[src/rtl/truth_table_sweeper.sv]
// Steps every input vector of an N-input combinational block, holds each for
// HOLD_CYCLES cycles, and checks the sampled output against an expected truth table.
module truth_table_sweeper #(
   parameter int unsigned N           = 4,
   parameter int unsigned HOLD_CYCLES = 1
) (
   input  logic                   clk,
   input  logic                   rst,
   input  logic                   start,
   input  logic [(1 << N)-1:0]    expected,
   input  logic                   f,
   output logic [N-1:0]           vec,
   output logic                   busy,
   output logic                   done,
   output logic                   pass,
   output logic [N:0]             err_count,
   output logic [N-1:0]           first_fail,
   output logic                   fail_valid
);

   localparam int unsigned NUM_VEC = 32'(1) << N;
   localparam int unsigned HW      = (HOLD_CYCLES > 1) ? $clog2(HOLD_CYCLES) : 1;
   localparam logic [HW-1:0] HOLD_LAST = HW'(HOLD_CYCLES - 1);
   localparam logic [N-1:0]  VEC_LAST  = N'(NUM_VEC - 1);

   typedef enum logic [1:0] {
      IDLE  = 2'd0,
      DRIVE = 2'd1,
      DONE  = 2'd2
   } state_t;

   state_t               state;
   logic [HW-1:0]        hold_cnt;
   logic [NUM_VEC-1:0]   expected_q;

   logic                 sample_c;
   logic                 mismatch_c;
   logic [N:0]           err_next_c;

   // Sample strobe and the error count including the current sample, so the
   // last vector's result reaches pass in the same edge that enters DONE.
   always_comb begin
      sample_c   = (state == DRIVE) && (hold_cnt == HOLD_LAST);
      mismatch_c = sample_c && (f != expected_q[vec]);
      err_next_c = err_count + (N+1)'(mismatch_c);
   end

   always_ff @(posedge clk) begin
      if (rst) begin
         state      <= IDLE;
         vec        <= '0;
         busy       <= 1'b0;
         done       <= 1'b0;
         pass       <= 1'b0;
         err_count  <= '0;
         first_fail <= '0;
         fail_valid <= 1'b0;
         hold_cnt   <= '0;
         expected_q <= '0;
      end else begin
         case (state)
            IDLE: begin
               vec  <= '0;
               busy <= 1'b0;
               done <= 1'b0;
               if (start) begin
                  expected_q <= expected;
                  err_count  <= '0;
                  first_fail <= '0;
                  fail_valid <= 1'b0;
                  pass       <= 1'b0;
                  hold_cnt   <= '0;
                  busy       <= 1'b1;
                  state      <= DRIVE;
               end
            end

            DRIVE: begin
               if (sample_c) begin
                  err_count <= err_next_c;
                  if (mismatch_c && !fail_valid) begin
                     first_fail <= vec;
                     fail_valid <= 1'b1;
                  end
                  if (vec == VEC_LAST) begin
                     done  <= 1'b1;
                     pass  <= (err_next_c == '0);
                     state <= DONE;
                  end else begin
                     vec      <= vec + N'(1);
                     hold_cnt <= '0;
                  end
               end else begin
                  hold_cnt <= hold_cnt + HW'(1);
               end
            end

            DONE: begin
               done  <= 1'b0;
               busy  <= 1'b0;
               vec   <= '0;
               state <= IDLE;
            end

            default: begin
               state <= IDLE;
            end
         endcase
      end
   end

endmodule

[config.mk]
export PLATFORM = sky130hd
export DESIGN_NAME = truth_table_sweeper
export DESIGN_NICKNAME = d
export VERILOG_FILES = /design/src/rtl/truth_table_sweeper.sv
export SDC_FILE = /design/constraint.sdc
export NUM_CORES = 1
export LEC_CHECK = 0
export ABC_CLOCK_PERIOD_IN_PS = 5610
export BUFFER_PORTS_ARGS = -buffer_cell sky130_fd_sc_hd__buf_2
export CELL_PAD_IN_SITES_DETAIL_PLACEMENT = 1
export CELL_PAD_IN_SITES_GLOBAL_PLACEMENT = 1
export CORE_ASPECT_RATIO = 1.1
export CORE_UTILIZATION = 42
export DETAILED_ROUTE_END_ITERATION = 10
export PLACE_DENSITY_LB_ADDON = 0.1
export SLEW_MARGIN = 20
export SYNTH_ARGS = -nofsm -noshare
export SYNTH_HDL_FRONTEND = slang
export SYNTH_SLANG_ARGS = --single-unit
[constraint.sdc]
create_clock -name clk -period 5.61 [get_ports clk]
set_input_delay 1.4025 -clock clk [delete_from_list [all_inputs] [get_ports clk]]
set_output_delay 1.4025 -clock clk [all_outputs]
set_load 0.1 [all_outputs]
==> results of run 1 <==
==> sequential cells by signal, summed over array words and instances, names as in the netlist <==
name / count
state: 2
fail_valid: 1
done: 1
hold_cnt: 1
busy: 1
vec: 4
first_fail: 4
pass: 1
expected_q: 16
err_count: 5
==> worst paths after layout <==
path | to | slack, ns
setup reg to reg | pass$_SDFFE_PP0P_ | 2.34
setup / recovery | pass$_SDFFE_PP0P_ | 2.34
hold reg to reg | expected_q[1]$_SDFFE_PP0P_ | 0.46
hold / removal | expected_q[1]$_SDFFE_PP0P_ | 0.46
==> power breakdown <==
group,switching [uW],internal (uW),leakage (uW)
Clock,85.4,59.6,0.0000380
Combinational,44.3,21.7,0.000451
Sequential,7.18,265,0.000293
Total,137,346,0.000783
==> placed cells by master (no fill, tap or decap), types with 5 or more instances in the layout <==
cell type,n
a21oi_1,18
nor2_1,19
nand2_1,37
dfxtp_1,36
clkbuf_4,5
buf_2,36
==> layout make-up <==
type,instances,share of cell area
clock buffer,6,0.0280
clock inverter,2,0.00546
inverter,2,0.00410
multi-input combinational,125,0.434
sequential,36,0.393
tap,48,0.0328
timing repair buffer,37,0.102
==> logic make-up (layout without fill, tap and decap cells) <==
| group | after synthesis | count (layout) | synth area share |
|---|---|---|---|
| compound gates | 30 | 30 | 0.122 |
| xor+xnor | 6 | 6 | 0.0383 |
| buf+inv | 11 | 47 | 0.0320 |
| simple gates | 77 | 77 | 0.220 |
| fa+ha+maj | 3 | 3 | 0.0240 |
| flops | 36 | 36 | 0.460 |
| mux | 9 | 9 | 0.103 |
==> critical path: stages, from the launching register on <==
cell and delay, ns:
dfxtp_1 0.58, mux4_1 0.59, mux4_2 0.49, xnor2_2 0.16
nor3_1 0.17, ha_1 0.21, ha_1 0.26, or3_1 0.39
a211oi_1 0.19, mux2i_1 0.11, nor2_1 0.08
==> stage by stage <==
stage | worst slack (ns) | total power [uW]
2_1_floorplan | 1.92 | 325
3_3_place_gp | 2.47 | 341
3_5_place_dp | 2.35 | 344
4_1_cts | 2.32 | 490
5_1_grt | 2.20 | 507
6_report | 2.34 | 483
==> layer usage <==
| metal | GRT usage | wire, microns | share of wire |
|---|---|---|---|
| met1 | 0.245 | 1530 | 0.41 |
| met2 | 0.374 | 1940 | 0.52 |
| met3 | 0.0626 | 150 | 0.040 |
| met4 | 0.108 | 105 | 0.028 |
| met5 | 0 | 0 | 0 |
==> metrics.txt, run 1 <==
CP arrival 3.56 ns; CTS Hold Bufs 0; Area contributors post-synth dfxtp_1 (46%), nand2_1 (8.9%), a21oi_1 (5.8%); Seq cells post-synth 36; final wirelength 3720 microns; CP required 5.90 ns; nets 230; I/O Buffers 36; dpl hpwl 2710 microns; Total Die Area 3980 sq um; CP Class register to register; Clk Latency, worst-skew pair 0.34 ns; boundary pin count 37; final cell count without fillers 256; post-synthesis cell area 1570 sq um; Final Instance Area 1830 sq um; routability cong. 0.800; fin. max-slew vios 0; Seq/Total Area, Yosys 0.460; largest net degree at the start of global routing 30; Worst Skew 0.00741 ns; setup violators final 0; Synth Warn # 0; Root Driver clkbuf_4; post-synthesis to final-layout area growth 17.0%; die width 60.2 microns; RSZ-0062 raised after global routing no; Routed Antenna Nets 0; clk slew on worst S/H paths 0.11 ns; setup tns final 0 ns; Initial Util 0.455; post-synth cell types 35; area of the multi-input gates 796 sq um; Worst-Margin Slew 0.809 ns; syn_nets 195; Finished Core Util 0.533; area leader, netlist dfxtp_1; Antenna Cells 0; # H-tree levels 2; Setup crit end kind register; slew margin rel. 0.460; via count 1341; highest clock rate 306 MHz; iteration-0 DRC count of the detailed router 70; Reg area 721 sq um; crit path max fanout 9; peak supply drop 0.000193 V; status finished clean; Fin Hold WS 0.461 ns; grt ovf 0; Post-synth top flop dfxtp_1; Post-synth top cells nand2_1 (37), dfxtp_1 (36), nor2_1 (19); clk sinks 36; Setup Fix Bufs, Post-CTS 0; CTS tree done; final hold vios 0; clock buffer depth 2; initial antenna violation count 0; share of flip-flops with an asynchronous set or reset 0; core area 3440 sq um; most common cell in the synthesized netlist nand2_1; post-CTS sizing 0; Critical path origin vec[1]$_SDFFE_PP0P_; maxcap violations 0; hold depth 2; dpl cell area 1770 sq um; filler instances 441; first-pass GRT wire length 6350 microns; Die H 66.1 microns; number of global-route vias before repair 1409; DRT Pass-1 Iters 4; post-placement cell count 248; DRC violations left 0; layout cell share with drive strength beyond 1 0.260; leakage 0.000783 uW; EDFF count, synth 0; Vias/cell 5.24; worst hold path class register to register; FF-to-FF path depth 10; minimum clock period 3.27 ns; Avg Cell Area, Syn 9.11 sq um; min-delay src expected_q[1]$_SDFFE_PP0P_; FP Rows 22; Tot GR Track Use 0.220; routed len/inst 14.5 microns; pwr dens 264 nW/um^2; R2R Path Start vec[1]$_SDFFE_PP0P_; fin crit share 0.583; share of the synthesized area in the top cell type 0.460; number of CTS-inserted buffers 5; CP startpoint kind register; Synth Instances 172
(Power assumes the default switching activity.)
==> run 2: changes to the inputs <==
--- a/config.mk
+++ b/config.mk
@@ -5,12 +5,12 @@
 export SDC_FILE = /design/constraint.sdc
 export NUM_CORES = 1
 export LEC_CHECK = 0
-export ABC_CLOCK_PERIOD_IN_PS = 5610
+export ABC_CLOCK_PERIOD_IN_PS = 3370
 export BUFFER_PORTS_ARGS = -buffer_cell sky130_fd_sc_hd__buf_2
 export CELL_PAD_IN_SITES_DETAIL_PLACEMENT = 1
 export CELL_PAD_IN_SITES_GLOBAL_PLACEMENT = 1
 export CORE_ASPECT_RATIO = 1.1
-export CORE_UTILIZATION = 42
+export CORE_UTILIZATION = 39
 export DETAILED_ROUTE_END_ITERATION = 10
 export PLACE_DENSITY_LB_ADDON = 0.1
 export SLEW_MARGIN = 20
==> constraint.sdc (replaced) <==
create_clock -name clk -period 3.37 [get_ports clk]
set_input_delay 0.8425 -clock clk [delete_from_list [all_inputs] [get_ports clk]]
set_output_delay 0.8425 -clock clk [all_outputs]
set_load 0.1 [all_outputs]
==> metrics.txt, run 2 (same netlist as run 1, synthesis figures left out) <==
dpl cell area 1780 sq um; Reg area 723 sq um; area of the multi-input gates 796 sq um; nets 230; # H-tree levels 2; final cell count without fillers 258; Die H 68.5 microns; Top reg by flops expected_q; dpl hpwl 2860 microns; fin. max-slew vios 0; setup violators final 0; CTS tree done; Top Metal Used met4; min-delay src expected_q[1]$_SDFFE_PP0P_; Tot GR Track Use 0.200; clk sinks 36; maxcap violations 0; routed len/inst 15.0 microns; highest clock rate 326 MHz; boundary pin count 37; Worst-Margin Slew 0.769 ns; iteration-0 DRC count of the detailed router 53; max reg flops 16; minimum clock period 3.07 ns; final wirelength 3880 microns; Antenna Cells 0; DRC violations left 0; top flop regs expected_q: 16 flops, err_count: 5 flops; Root Driver clkbuf_8; initial antenna violation count 0; CP arrival 3.29 ns; setup tns final 0 ns; met3 routed WL 127 microns; post-synthesis to final-layout area growth 19.2%; Routed Antenna Nets 0; R2R Path Start vec[1]$_SDFFE_PP0P_; I/O Buffers 36; met1 WL 1630 microns; clock buffer depth 2; DRT Pass-1 Iters 3; post-placement cell count 250; Critical path origin vec[1]$_SDFFE_PP0P_; leakage 0.000791 uW; CP startpoint kind register; routability cong. 0.793; most common cell after layout, fill and taps aside nand2_1; first-pass GRT wire length 6330 microns; status finished clean; worst hold path class register to register; core area 3740 sq um; number of global-route vias before repair 1388; Setup crit end kind register; die width 62.4 microns; crit path max fanout 9; Clk Latency, worst-skew pair 0.28 ns; filler instances 461; Final Instance Area 1870 sq um; clk slew on worst S/H paths 0.07 ns; CP Class register to register; post-CTS sizing 0; Vias/cell 5.22; peak supply drop 0.000283 V; Setup Fix Bufs, Post-CTS 0; CP required 3.59 ns; CTS Hold Bufs 0; final hold vios 0; via count 1346; largest net degree at the start of global routing 30; Worst Skew 0.00396 ns; FP Rows 23; fin crit share 0.911; grt ovf 0; slew margin rel. 0.486; RSZ-0062 raised after global routing no; commonest cells after routing, fill and taps aside nand2_1 (37), buf_2 (36), dfxtp_1 (34); Initial Util 0.419; pwr dens 469 nW/um^2; met2 WL 2040 microns; Total Die Area 4270 sq um; number of CTS-inserted buffers 5; layout cell share with drive strength beyond 1 0.260
-- run 2: cell types whose count changed in the layout (fill, tap and decap cells not counted) --
| cell | delta |
|---|---|
| clkbuf_1 | +2 |
| clkbuf_4 | -5 |
| clkbuf_8 | +5 |
| clkinv_2 | -2 |
| dfxtp_1 | -2 |
| dfxtp_2 | +2 |
-- run 2: worst max-delay path: stages (launching register included) --
cell,delay (ns)
dfxtp_2,0.45
mux4_1,0.59
mux4_2,0.50
xnor2_2,0.16
nor3_1,0.14
ha_1,0.20
ha_1,0.24
or3_1,0.37
a211oi_1,0.18
mux2i_1,0.10
nor2_1,0.09
-- run 2: through the flow --
stage / utilization / total power, uW / setup WS (ns) / hold WS (ns)
finish: 0.499 / 876 / 0.301 / 0.457
global route: 0.499 / 923 / 0.00706 / 0.491
global placement: 0.475 / 568 / 0.364 / 0.444
floorplan: - / 541 / 0.0138 / 0.432
CTS: 0.499 / 888 / 0.275 / 0.461
detailed placement: 0.475 / 574 / 0.293 / 0.451
-- run 2: final timing paths --
kind	end	slack [ns]	cells past startpoint
worst max-delay path	pass$_SDFFE_PP0P_	0.30	10
worst min-delay path	expected_q[1]$_SDFFE_PP0P_	0.46	2
worst max register to register	pass$_SDFFE_PP0P_	0.30	10
worst min register to register	expected_q[1]$_SDFFE_PP0P_	0.46	2
-- run 2: layout make-up --
type	instances	area share
multi-input combinational	125	0.426
inverter	2	0.00402
tap	50	0.0335
clock buffer	8	0.0483
sequential	36	0.387
timing repair buffer	37	0.101
-- run 2: power by group --
part	switching [uW]	total, uW	internal (uW)
sequential	12.9	454	441
combinational	73.9	110	36.1
clock	145	312	167
-- run 2: layer usage --
layer	up-vias	track usage
li1	668	-
met5	-	0
met4	0	0.0872
met2	30	0.383
met1	642	0.209
met3	6	0.0517
